--- src/rtl/conv1d_pkg.sv ---
// Shared types and helpers for the streaming 1-D convolution engine.
//   state_t   : engine phase (LOAD, COMPUTE, DRAIN)
//   sat_t     : clamp a wide signed value to a w-bit signed range (w <= 32)
//   op_count  : outputs per frame for a valid, stride-1 convolution
//   grp_count : compute passes per frame, ceil(op_count / P)
package conv1d_pkg;

    localparam int unsigned T_DEF       = 16;
    localparam int unsigned X_COUNT_DEF = 16;
    localparam int unsigned F_COUNT_DEF = 8;
    localparam int unsigned P_DEF       = 1;

    typedef enum logic [1:0] {
        LOAD    = 2'd0,
        COMPUTE = 2'd1,
        DRAIN   = 2'd2
    } state_t;

    function automatic longint sat_t(input longint v, input int unsigned w);
        longint hi;
        longint lo;
        hi = (longint'(1) <<< (w - 1)) - longint'(1);
        lo = -hi - longint'(1);
        if (v > hi) return hi;
        if (v < lo) return lo;
        return v;
    endfunction

    function automatic int unsigned op_count(input int unsigned xc, input int unsigned fc);
        return xc - fc + 1;
    endfunction

    function automatic int unsigned grp_count(input int unsigned oc, input int unsigned p);
        return (oc + p - 1) / p;
    endfunction

endpackage

--- src/rtl/conv1d_mac_lane.sv ---
// One MAC lane: registered saturating multiply feeding a saturating accumulator.
// Ports:
//   clk, rst_n : clock, async active-low reset (already synchronised)
//   clr_i      : zero the accumulator and flush the product stage
//   en_i       : x_i/f_i carry a valid tap pair this cycle
//   x_i, f_i   : signed operands from the shared memory read stage
//   acc_c      : accumulator value after this cycle's update (next-state view)
module conv1d_mac_lane
    import conv1d_pkg::*;
#(
    parameter int unsigned T = T_DEF
) (
    input  logic         clk,
    input  logic         rst_n,
    input  logic         clr_i,
    input  logic         en_i,
    input  logic [T-1:0] x_i,
    input  logic [T-1:0] f_i,
    output logic [T-1:0] acc_c
);

    logic signed [2*T-1:0] prod_full;
    logic signed [T:0]     sum_c;
    logic [T-1:0]          prod_q;
    logic                  pv_q;
    logic [T-1:0]          acc_q;

    assign prod_full = $signed(x_i) * $signed(f_i);

    // Widen by one bit so the add cannot wrap before the clamp.
    always_comb begin
        sum_c = $signed({acc_q[T-1], acc_q}) + $signed({prod_q[T-1], prod_q});
        acc_c = acc_q;
        if (clr_i) begin
            acc_c = '0;
        end else if (pv_q) begin
            acc_c = T'(sat_t(longint'(sum_c), T));
        end
    end

    always_ff @(posedge clk or negedge rst_n) begin
        if (!rst_n) begin
            prod_q <= '0;
            pv_q   <= 1'b0;
            acc_q  <= '0;
        end else begin
            acc_q <= acc_c;
            if (clr_i) begin
                prod_q <= '0;
                pv_q   <= 1'b0;
            end else begin
                prod_q <= T'(sat_t(longint'(prod_full), T));
                pv_q   <= en_i;
            end
        end
    end

endmodule

--- src/rtl/conv1d_stream_par.sv ---
// Streaming 1-D valid convolution (stride 1) with a runtime-loaded filter.
// x and f frames are loaded over two valid/ready slave streams, P MAC lanes
// compute one output each per pass, results leave on a valid/ready master.
// Ports:
//   clk, reset                       : clock, async active-low reset
//   s_data_in_x/s_valid_x/s_ready_x  : input sample stream
//   s_data_in_f/s_valid_f/s_ready_f  : filter tap stream, tap 0 first
//   m_data_out_y/m_valid_y/m_ready_y : output stream, y[0] first
// Build option: define CONV1D_RELU_EN to clamp emitted values at zero.
module conv1d_stream_par
    import conv1d_pkg::*;
#(
    parameter int unsigned T       = T_DEF,
    parameter int unsigned X_COUNT = X_COUNT_DEF,
    parameter int unsigned F_COUNT = F_COUNT_DEF,
    parameter int unsigned P       = P_DEF
) (
    input  logic         clk,
    input  logic         reset,
    input  logic [T-1:0] s_data_in_x,
    input  logic         s_valid_x,
    output logic         s_ready_x,
    input  logic [T-1:0] s_data_in_f,
    input  logic         s_valid_f,
    output logic         s_ready_f,
    output logic [T-1:0] m_data_out_y,
    output logic         m_valid_y,
    input  logic         m_ready_y
);

    localparam int unsigned OP_COUNT = op_count(X_COUNT, F_COUNT);
    localparam int unsigned GROUPS   = grp_count(OP_COUNT, P);
    localparam int unsigned LAST_P   = OP_COUNT - (GROUPS - 1) * P;
    localparam int unsigned XW       = $clog2(X_COUNT);
    localparam int unsigned FW       = $clog2(F_COUNT);
    localparam int unsigned CW       = $clog2(F_COUNT + 2);
    localparam int unsigned GW       = $clog2(GROUPS + 1);
    localparam int unsigned LW       = $clog2(P + 1);
    localparam int unsigned BW       = $clog2(X_COUNT + P + F_COUNT + 2);

    // Release of reset is retimed to clk; assertion stays asynchronous.
    logic [1:0] rsync_q;
    logic       rst_n;

    always_ff @(posedge clk or negedge reset) begin
        if (!reset) rsync_q <= 2'b00;
        else        rsync_q <= {rsync_q[0], 1'b1};
    end
    assign rst_n = rsync_q[1];

    state_t        state_q;
    logic          rdy_x_q, rdy_f_q;
    logic [XW-1:0] wx_q;
    logic [FW-1:0] wf_q;
    logic [CW-1:0] c_q;
    logic [GW-1:0] g_q;
    logic [BW-1:0] base_q;
    logic [LW-1:0] ln_q;
    logic          clr_q;
    logic          rd_v_q;
    logic          valid_q;
    logic [T-1:0]  data_q;

    logic [T-1:0]  x_mem [X_COUNT];
    logic [T-1:0]  f_mem [F_COUNT];
    logic [T-1:0]  f_rd_q;
    logic [T-1:0]  x_rd_q [P];
    logic [BW-1:0] xa [P];
    logic [T-1:0]  acc_nxt_w [P];
    logic [T-1:0]  lane_nxt;
    logic [LW-1:0] last_ln;
    logic          wr_x, wr_f;

    assign wr_x = (state_q == LOAD) && rdy_x_q && s_valid_x;
    assign wr_f = (state_q == LOAD) && rdy_f_q && s_valid_f;

    assign last_ln = (g_q == GW'(GROUPS - 1)) ? LW'(LAST_P - 1) : LW'(P - 1);

    function automatic logic [T-1:0] out_map(input logic [T-1:0] y);
`ifdef CONV1D_RELU_EN
        return y[T-1] ? '0 : y;
`else
        return y;
`endif
    endfunction

    // Lane k reads x at base + k + tap; addresses past the frame only feed discarded lanes.
    always_comb begin
        for (int k = 0; k < P; k++) begin
            xa[k] = base_q + BW'(k) + BW'(c_q);
        end
    end

    // Value of the lane after the one currently presented.
    always_comb begin
        lane_nxt = '0;
        for (int k = 0; k < P; k++) begin
            if (LW'(k) == ln_q + LW'(1)) lane_nxt = acc_nxt_w[k];
        end
    end

    // Frame memories and the shared one-cycle read stage.
    always_ff @(posedge clk) begin
        if (wr_x) x_mem[wx_q] <= s_data_in_x;
        if (wr_f) f_mem[wf_q] <= s_data_in_f;
        f_rd_q <= (c_q < CW'(F_COUNT)) ? f_mem[FW'(c_q)] : '0;
        for (int k = 0; k < P; k++) begin
            x_rd_q[k] <= (xa[k] < BW'(X_COUNT)) ? x_mem[XW'(xa[k])] : '0;
        end
    end

    for (genvar k = 0; k < P; k++) begin : g_lane
        conv1d_mac_lane #(.T(T)) u_lane (
            .clk   (clk),
            .rst_n (rst_n),
            .clr_i (clr_q),
            .en_i  (rd_v_q),
            .x_i   (x_rd_q[k]),
            .f_i   (f_rd_q),
            .acc_c (acc_nxt_w[k])
        );
    end

    // Engine FSM with registered stream controls.
    always_ff @(posedge clk or negedge rst_n) begin
        if (!rst_n) begin
            state_q <= LOAD;
            rdy_x_q <= 1'b1;
            rdy_f_q <= 1'b1;
            wx_q    <= '0;
            wf_q    <= '0;
            c_q     <= '0;
            g_q     <= '0;
            base_q  <= '0;
            ln_q    <= '0;
            clr_q   <= 1'b0;
            rd_v_q  <= 1'b0;
            valid_q <= 1'b0;
            data_q  <= '0;
        end else begin
            clr_q  <= 1'b0;
            rd_v_q <= 1'b0;
            case (state_q)
                LOAD: begin
                    if (wr_x) begin
                        if (wx_q == XW'(X_COUNT - 1)) rdy_x_q <= 1'b0;
                        else                          wx_q    <= wx_q + XW'(1);
                    end
                    if (wr_f) begin
                        if (wf_q == FW'(F_COUNT - 1)) rdy_f_q <= 1'b0;
                        else                          wf_q    <= wf_q + FW'(1);
                    end
                    if (!rdy_x_q && !rdy_f_q) begin
                        state_q <= COMPUTE;
                        clr_q   <= 1'b1;
                        c_q     <= '0;
                        g_q     <= '0;
                        base_q  <= '0;
                        wx_q    <= '0;
                        wf_q    <= '0;
                    end
                end
                COMPUTE: begin
                    rd_v_q <= (c_q < CW'(F_COUNT));
                    // Last cycle: the final add lands on this edge, so present lane 0's next value.
                    if (c_q == CW'(F_COUNT + 1)) begin
                        state_q <= DRAIN;
                        ln_q    <= '0;
                        valid_q <= 1'b1;
                        data_q  <= out_map(acc_nxt_w[0]);
                    end else begin
                        c_q <= c_q + CW'(1);
                    end
                end
                DRAIN: begin
                    if (valid_q && m_ready_y) begin
                        if (ln_q == last_ln) begin
                            valid_q <= 1'b0;
                            data_q  <= '0;
                            if (g_q == GW'(GROUPS - 1)) begin
                                state_q <= LOAD;
                                rdy_x_q <= 1'b1;
                                rdy_f_q <= 1'b1;
                            end else begin
                                state_q <= COMPUTE;
                                clr_q   <= 1'b1;
                                c_q     <= '0;
                                g_q     <= g_q + GW'(1);
                                base_q  <= base_q + BW'(P);
                            end
                        end else begin
                            ln_q   <= ln_q + LW'(1);
                            data_q <= out_map(lane_nxt);
                        end
                    end
                end
                default: state_q <= LOAD;
            endcase
        end
    end

    assign s_ready_x    = rdy_x_q;
    assign s_ready_f    = rdy_f_q;
    assign m_valid_y    = valid_q;
    assign m_data_out_y = data_q;

endmodule

--- config.mk ---
export PLATFORM = sky130hd
export DESIGN_NAME = conv1d_stream_par
export DESIGN_NICKNAME = d
export VERILOG_FILES = /design/src/rtl/conv1d_pkg.sv /design/src/rtl/conv1d_mac_lane.sv /design/src/rtl/conv1d_stream_par.sv
export SDC_FILE = /design/constraint.sdc
export NUM_CORES = 1
export LEC_CHECK = 0
export ABC_AREA = 1
export CORE_MARGIN = 2
export CORE_UTILIZATION = 50
export CTS_BUF_LIST = sky130_fd_sc_hd__clkbuf_8
export CTS_CLUSTER_DIAMETER = 120
export DETAILED_ROUTE_END_ITERATION = 10
export GPL_ROUTABILITY_DRIVEN = 0
export PLACE_DENSITY = 0.66
export SLEW_MARGIN = 10
export SYNTH_ARGS = -nofsm -noshare
export SYNTH_HDL_FRONTEND = slang
export SYNTH_SLANG_ARGS = --single-unit
--- constraint.sdc ---
create_clock -name clk -period 3.07 [get_ports clk]
set_input_delay 0.307 -clock clk [delete_from_list [all_inputs] [get_ports clk]]
set_output_delay 0.307 -clock clk [all_outputs]
set_load 0.05 [all_outputs]
==> qor.csv, run 1 <==
stage,metric,value,unit
layout,nNetsFinal,3870,
global_routing,grt_usage,24.7,%
clocking,root_buffer,clkbuf_8,
layout,syn2layout_area_growth,18.1,%
sta,slew_viol_final,0,
synth,yosysWarnings,0,
worst_setup_path,max_stage_delay,0.55,ns
worst_setup_path,slowest_stage,fa_1,
die,core_area,61800,sq um
die,num_rows,91,
synth,synth_cells,3216,
worst_setup_path,path_class,reg -> reg,
placed_design,dp_hpwl,55200,um
sta,worst_pin_slew,0.758,ns
layout,finalNonFillerCells,4358,
sta,period_minus_slack,5.89,ns
outcome,status,finished with violations,
sta,fmax,0.170,GHz
layout,n_antenna_cell,0,
clocking,htreeDepth,3,
sta,period_share,192,%
routing,vias,22879,
die,io_pins,56,
layout,stdcell_area,37000,sq um
clocking,insertion_delay,0.69,ns
placed_design,post-place-ws,-3.18,ns
worst_setup_path,cp.arrival,6.48,ns
worst_setup_path,cp-start-kind,register,
die,die_h,254,um
placed_design,placed_cell_area,34300,sq um
layout,drive_gt1_share,18.5,%
placed_design,port_buffers,55,
synth,synth_edf_count,384,
global_routing,antenna_found_initial,1,
global_routing,grt_max_degree,69,
die,die_w,254,um
sta,rsz0062_at_grt,yes,
sta,finalHoldViolCount,0,
sta,setup_violations,16,
synth,synth_seq_cells,494,
clocking,cts_tree,done,
sta,fin_skew,0.0535,ns
die,design.die.area,64700,sq um
flow_run,drv_cap,0,
worst_setup_path,cp_max_fo,7,
routing,drcViolationCount,0,
routing,first_iter_violations,1625,
worst_setup_path,crit_family,adder cells,
synth,synth_flop_cell,edfxtp_1,
clocking,cts.sinks,494,
clocking,clockBufferDepth,3,
global_routing,grt_pass1_wl,124000,um
worst_setup_path,crit_required,3.66,ns
global_routing,grt_overflow,0,
synth,synth_area,31300,sq um
clocking,cts_buffers,83,
global_routing,grt_pass1_vias,23887,
outcome,violations,setup timing,
synth,yosysSeqAreaShare,45.1,%
placed_design,dpl.cell_count,4162,
sta,maxSlewHeadroom,49.4,%
routing,ant_nets,0,
routing,via_per_inst,5.25,
synth,ys_types,53,
synth,syn_nets,3630,
routing,drt_pre_antenna_iters,7,
synth,syn_avg_cell_area,9.74,sq um
worst_setup_path,cp_num_buf_inv,8,
routing,wirelength,77800,um
sta,whs,0.298,ns
sta,fin_ws,-2.82,ns
clocking,clk_pin_slew,0.06,ns
synth,async_flop_share,15.8,%
routing,wl_per_cell,17.9,um
worst_setup_path,worst_setup_path_end_kind,register,
hold_path,holdCritPathClass,reg -> async,
die,initial_core_util,50.7,%
[cell usage in the layout (no fill, tap or decap), drive strengths merged, types with 17 or more instances in the layout]
master,n
o22ai,17
dfrtp,76
xor2,25
nand4,18
o21ai,190
nor2,396
mux2,32
buf,238
clkdlybuf4s50,55
edfxtp,384
clkbuf,87
nand3,62
fa,264
ha,113
dfxtp,32
clkinv,26
inv,623
a31oi,17
a21oi,96
nand2,644
nor3,22
o32ai,64
[cell type report]
| cell class | instances | area [sq um] |
|---|---|---|
| flip-flops and latches | 494 | 14200 |
| multi-input cells | 1993 | 15300 |
| inverters | 588 | 2220 |
| fillers | 5088 | 24800 |
| well taps | 837 | 1050 |
| clock inverters | 65 | 384 |
| repair buffers | 296 | 2720 |
| clock buffers | 85 | 1170 |
[cell usage after synthesis, types with 2 or more instances]
| library cell | count | share of area (%) |
|---|---|---|
| nand2_1 | 613 | 7.3 |
| inv_1 | 575 | 6.9 |
| nor2_1 | 385 | 4.6 |
| edfxtp_1 | 384 | 37 |
| fa_1 | 264 | 17 |
| o21ai_0 | 188 | 3.0 |
| clkbuf_1 | 128 | 1.5 |
| ha_1 | 113 | 4.5 |
| dfrtp_1 | 76 | 6.1 |
| a21oi_1 | 74 | 1.2 |
| o32ai_1 | 64 | 1.8 |
| nand3_1 | 60 | 0.96 |
| dfxtp_1 | 32 | 2.0 |
| mux2_2 | 32 | 1.1 |
| nand2_2 | 31 | 0.62 |
| xor2_1 | 23 | 0.64 |
| a21oi_2 | 21 | 0.59 |
| nand4_1 | 18 | 0.36 |
| a31oi_1 | 17 | 0.34 |
| nor3_1 | 17 | 0.27 |
| o22ai_1 | 17 | 0.34 |
| inv_2 | 11 | 0.13 |
| nor2_2 | 8 | 0.16 |
| xnor2_1 | 8 | 0.22 |
| buf_1 | 5 | 0.060 |
| nand3b_1 | 5 | 0.12 |
| nor3_2 | 5 | 0.16 |
| or2_2 | 5 | 0.10 |
| buf_2 | 3 | 0.048 |
| nor2_4 | 3 | 0.11 |
| buf_6 | 2 | 0.072 |
| clkinv_1 | 2 | 0.024 |
| dfstp_2 | 2 | 0.17 |
| nand3_2 | 2 | 0.064 |
| nor3b_1 | 2 | 0.048 |
| o21a_1 | 2 | 0.048 |
| o21bai_1 | 2 | 0.048 |
| xor2_2 | 2 | 0.10 |
[state kept, by name (all words and copies together), names as in the netlist, 5 cells and up]
| name | cells |
|---|---|
| x_mem | 256 |
| f_mem | 128 |
| f_rd_q | 16 |
| g_lane.u_lane.acc_q | 16 |
| g_lane.u_lane.prod_q | 16 |
| m_data_out_y | 16 |
| x_rd_q | 16 |
| base_q | 5 |
[layer usage]
metal | vias up | global-route usage, % | part of all wire (%) | routed length, um
met5 | - | 0 | 0.017 | 13
met2 | 671 | 41.8 | 49 | 38500
li1 | 10730 | - | - | -
met1 | 11332 | 32.8 | 42 | 33100
met4 | 2 | 7.95 | 2.5 | 1930
met3 | 144 | 3.51 | 5.6 | 4350
[final timing paths]
path                                            from                                    end  slack (ns)  cells after the start
max in group asynchronous       rsync_q[1]$_DFF_PN0_                  s_ready_x$_DFFE_PN1P_        1.95                      1
worst max-delay path            f_rd_q[4]$_SDFF_PP0_  g_lane[0].u_lane.prod_q[12]$_DFF_PN0_       -2.82                     29
worst max register to register  f_rd_q[4]$_SDFF_PP0_  g_lane[0].u_lane.prod_q[12]$_DFF_PN0_       -2.82                     29
worst min-delay path            rsync_q[1]$_DFF_PN0_            m_data_out_y[7]$_DFFE_PN0P_        0.30                      0
worst min register to register  rsync_q[1]$_DFF_PN0_            m_data_out_y[7]$_DFFE_PN0P_        0.30                      0
min in group clk                           m_ready_y                 state_q[1]$_DFFE_PN0P_        0.35                      4
[through the flow]
step                      utilization [%]  setup TNS (ns)
after CTS                            59.3          -44.11
after global routing                 59.9          -48.20
final                                59.9          -44.38
after detailed placement             55.5          -50.22
after floorplan                         -          -38.91
after global placement               55.5          -50.05
[cell families after synthesis]
group | share of synthesized area (%)
buffers and inverters | 8.86
and+or+nand+nor | 15.0
AOI/OAI and AO/OA | 7.56
adders and majority gates | 21.4
xor gates and xnor gates | 0.970
DFF | 45.1
other | 0.0120
muxes | 1.15
[timing repair]
| item | in CTS | in global routing |
|---|---|---|
| setup endpoints to repair | 16 | 19 |
| hold buffers | 1 | 0 |
| cloned | 1 | 1 |
| endpoints found under the hold margin | 2 | 0 |
| buffers inserted | 29 | 14 |
| gates resized for setup | 141 | 72 |
| pin swaps | 13 | 39 |
Power of run 1 is left out: the tool's default activity adds up to more than one toggle a clock period on the data nets, which glitch-free logic cannot reach.
==> run 2: changes to the inputs <==
- MAX_ROUTING_LAYER: default -> met4
- SYNTH_HIERARCHICAL: default -> 1
==> qor.csv, run 2 <==
stage,metric,value,unit,change
sta,period_minus_slack,5.97,ns,+0.0815 ns
die,initial_core_util,50.3,%,-0.39 points
worst_setup_path,max_stage_delay,0.55,ns,about the same
global_routing,grt_max_degree,129,,+87%
synth,syn_nets,3989,,+9.9%
worst_setup_path,cp_max_fo,8,,+1
synth,ys_types,47,,-11%
worst_setup_path,rr_worst_depth,28,,-3.4%
clocking,htreeDepth,3,,unchanged
synth,async_flop_share,15.8,%,unchanged
die,die_w,258,um,+1.4%
synth,yosysWarnings,6,,+6
worst_setup_path,r2r_setup_slack,-2.90,ns,-0.08 ns
die,num_rows,93,,+2.2%
worst_setup_path,slowest_stage,fa_2,,
sta,fin_skew,0.0337,ns,-0.0199 ns
worst_setup_path,cp-endpoint,g_lane[0].u_lane/prod_q[2]$_DFF_PN0_,,
sta,fmax,0.168,GHz,-1.4%
synth,syn_avg_cell_area,9.02,sq um,-7.4%
outcome,violations,setup timing,,
global_routing,grt_pass1_vias,24010,,+0.51%
global_routing,antenna_found_initial,1,,unchanged
placed_design,dp_hpwl,53600,um,-2.9%
clocking,cts_buffers,80,,-3.6%
layout,layout_commonest_cell,nand2_1,,
routing,wirelength,76800,um,-1.3%
synth,yosysTopAreaCellShare,35.8,%,-1.0 points
synth,synthTopCellsByArea,"edfxtp_1 36%, fa_1 16%, nand2_1 11%",,
layout,nNetsFinal,4228,,+9.3%
hold_path,holdCritPathClass,reg -> reg,,
placed_design,placed_cell_area,35500,sq um,+3.3%
global_routing,grt_overflow,0,,unchanged
routing,drcViolationCount,0,,unchanged
worst_setup_path,cp-start-kind,register,,
layout,final_core_util,59.4,%,-0.48 points
clocking,insertion_delay,0.67,ns,-0.02 ns
routing,ant_nets,0,,unchanged
layout,syn2layout_area_growth,18.1,%,about the same
synth,yosysMostFrequentCell,nand2_1,,
synth,synth_cells,3575,,+11%
routing,drt_pre_antenna_iters,6,,-1
worst_setup_path,path_class,reg -> reg,,
sta,finalHoldViolCount,0,,unchanged
synth,synth_area_leader_cell,edfxtp_1,,
synth,synth_flop_cell,edfxtp_1,,
sta,rsz0062_at_grt,yes,,
layout,largest_reg_flops,256,,unchanged
flow_run,drv_cap,0,,unchanged
clocking,clk_pin_slew,0.06,ns,about the same
routing,wl_per_cell,16.2,um,-9.1%
layout,stdcell_area,38100,sq um,+2.9%
sta,period_share,194,%,+2.7 points
routing,vias,23873,,+4.3%
die,io_pins,56,,unchanged
placed_design,port_buffers,55,,unchanged
worst_setup_path,reg2reg_from,x_rd_q[0][15]$_SDFF_PP0_,,
synth,yosysSeqAreaShare,43.8,%,-1.3 points
sta,fin_ws,-2.90,ns,-0.0815 ns
layout,fillers,5395,,+6.0%
routing,first_iter_violations,1564,,-3.8%
sta,worst_pin_slew,1.03,ns,+0.273 ns
outcome,status,finished with violations,,
die,core_area,64100,sq um,+3.7%
synth,synth_edf_count,384,,unchanged
clocking,cts.sinks,494,,unchanged
layout,regMostFlops,x_mem,,
worst_setup_path,worst_setup_path_end_kind,register,,
clocking,cts_tree,done,,
synth,synth_common_cells,"956 x nand2_1, 706 x inv_1, 384 x edfxtp_1, 284 x nand3_1, 281 x nor2_1",,
worst_setup_path,cp.arrival,6.51,ns,+0.03 ns
global_routing,grt_pass1_wl,125000,um,+0.34%
clocking,root_buffer,clkbuf_8,,
layout,drive_gt1_share,16.5,%,-2.0 points
die,die_h,258,um,+1.4%
sta,setup_violations,16,,unchanged
sta,slew_viol_final,0,,unchanged
layout,final_cell_mix,"901 x nand2_1, 706 x inv_1, 384 x edfxtp_1",,
layout,top_regs,"x_mem: 256 flops, f_mem: 128 flops",,
routing,via_per_inst,5.04,,-3.9%
synth,synth_area,32200,sq um,+2.9%
worst_setup_path,critical_path.startpoint,x_rd_q[0][15]$_SDFF_PP0_,,
worst_setup_path,crit_required,3.61,ns,-0.05 ns
synth,synth_seq_cells,494,,unchanged
worst_setup_path,reg2reg_to,g_lane[0].u_lane/prod_q[2]$_DFF_PN0_,,
clocking,clockBufferDepth,3,,unchanged
sta,maxSlewHeadroom,31.3,%,-18 points
global_routing,grt_usage,24.5,%,-0.20 points
die,design.die.area,66500,sq um,+2.9%
## run 2: worst min path at each step
stage / from / end / slack (ns) / cells after the start
after CTS: s_data_in_f[0] / f_mem[7][0]$_DFFE_PP_ / 0.32 / 1
after global routing: s_data_in_f[0] / f_mem[6][0]$_DFFE_PP_ / 0.35 / 1
final: rsync_q[0]$_DFF_PN0_ / rsync_q[1]$_DFF_PN0_ / 0.35 / 0
after detailed placement: rsync_q[0]$_DFF_PN0_ / rsync_q[1]$_DFF_PN0_ / 0.34 / 0
after floorplan: reset / rsync_q[0]$_DFF_PN0_ / 0.01 / 0
after global placement: rsync_q[0]$_DFF_PN0_ / rsync_q[1]$_DFF_PN0_ / 0.33 / 0
## run 2: logic make-up after synthesis
family          share of synthesized area (%)
compound gates                           3.52
xor+xnor                                0.842
fa+ha+maj                                20.8
buf+inv                                  10.4
flops                                    43.8
other cells                            0.0116
simple gates                             20.6
## run 2: critical path, delay by kind of cell (launching register included)
kind            cells  cell delay (ns)
fa+ha+maj           7             3.26
simple gates       13             1.30
buf+inv             7             0.75
flops               1             0.46
compound gates      1             0.07
## run 2: what timing repair did
action,CTS,global route
gates cloned,2,0
hold endpoints to repair,2,0
buffers inserted,15,6
pin swaps,61,45
gates resized for setup,190,69
hold buffers,1,0
setup endpoints to repair,16,26
## run 2: final cells by class
| cell class | count | area, sq um | area share (%) |
|---|---|---|---|
| inverter | 720 | 2710 | 7.13 |
| timing repair buffer | 298 | 2740 | 7.20 |
| sequential | 494 | 14200 | 37.2 |
| clock inverter | 58 | 330 | 0.868 |
| multi-input combinational | 2220 | 15800 | 41.6 |
| tap | 855 | 1070 | 2.81 |
| clock buffer | 87 | 1200 | 3.14 |
| antenna | 1 | 2.50 | 0.00657 |
## run 2: metal layers
| layer | track usage, % | wire length (um) |
|---|---|---|
| met1 | 30.5 | 32200 |
| met2 | 40.5 | 37900 |
| met3 | 3.84 | 4390 |
| met4 | 8.82 | 2350 |
| met5 | - | 0 |
## run 2: metrics by stage
stage | hold slack (ns) | setup TNS, ns | worst slack (ns) | cells
6_report | 0.348 | -45.46 | -2.90 | 4733
2_1_floorplan | 0.0114 | -40.95 | -2.59 | 3575
4_1_cts | 0.325 | -44.49 | -2.84 | 4726
3_3_place_gp | 0.334 | -48.37 | -3.06 | 4563
5_1_grt | 0.352 | -49.09 | -3.14 | 4733
3_5_place_dp | 0.337 | -49.51 | -3.15 | 4563
Power of run 2 is left out for the same reason.
==> run 3: changes to the inputs <==
--- a/constraint.sdc
+++ b/constraint.sdc
@@ -3,2 +3,2 @@
 set_output_delay 0.307 -clock clk [all_outputs]
-set_load 0.05 [all_outputs]
+set_load 0.02 [all_outputs]
==> results of run 3 <==
The final DEF is identical to that of run 2; final timing and power are the same.
Power of run 3 is left out for the same reason.
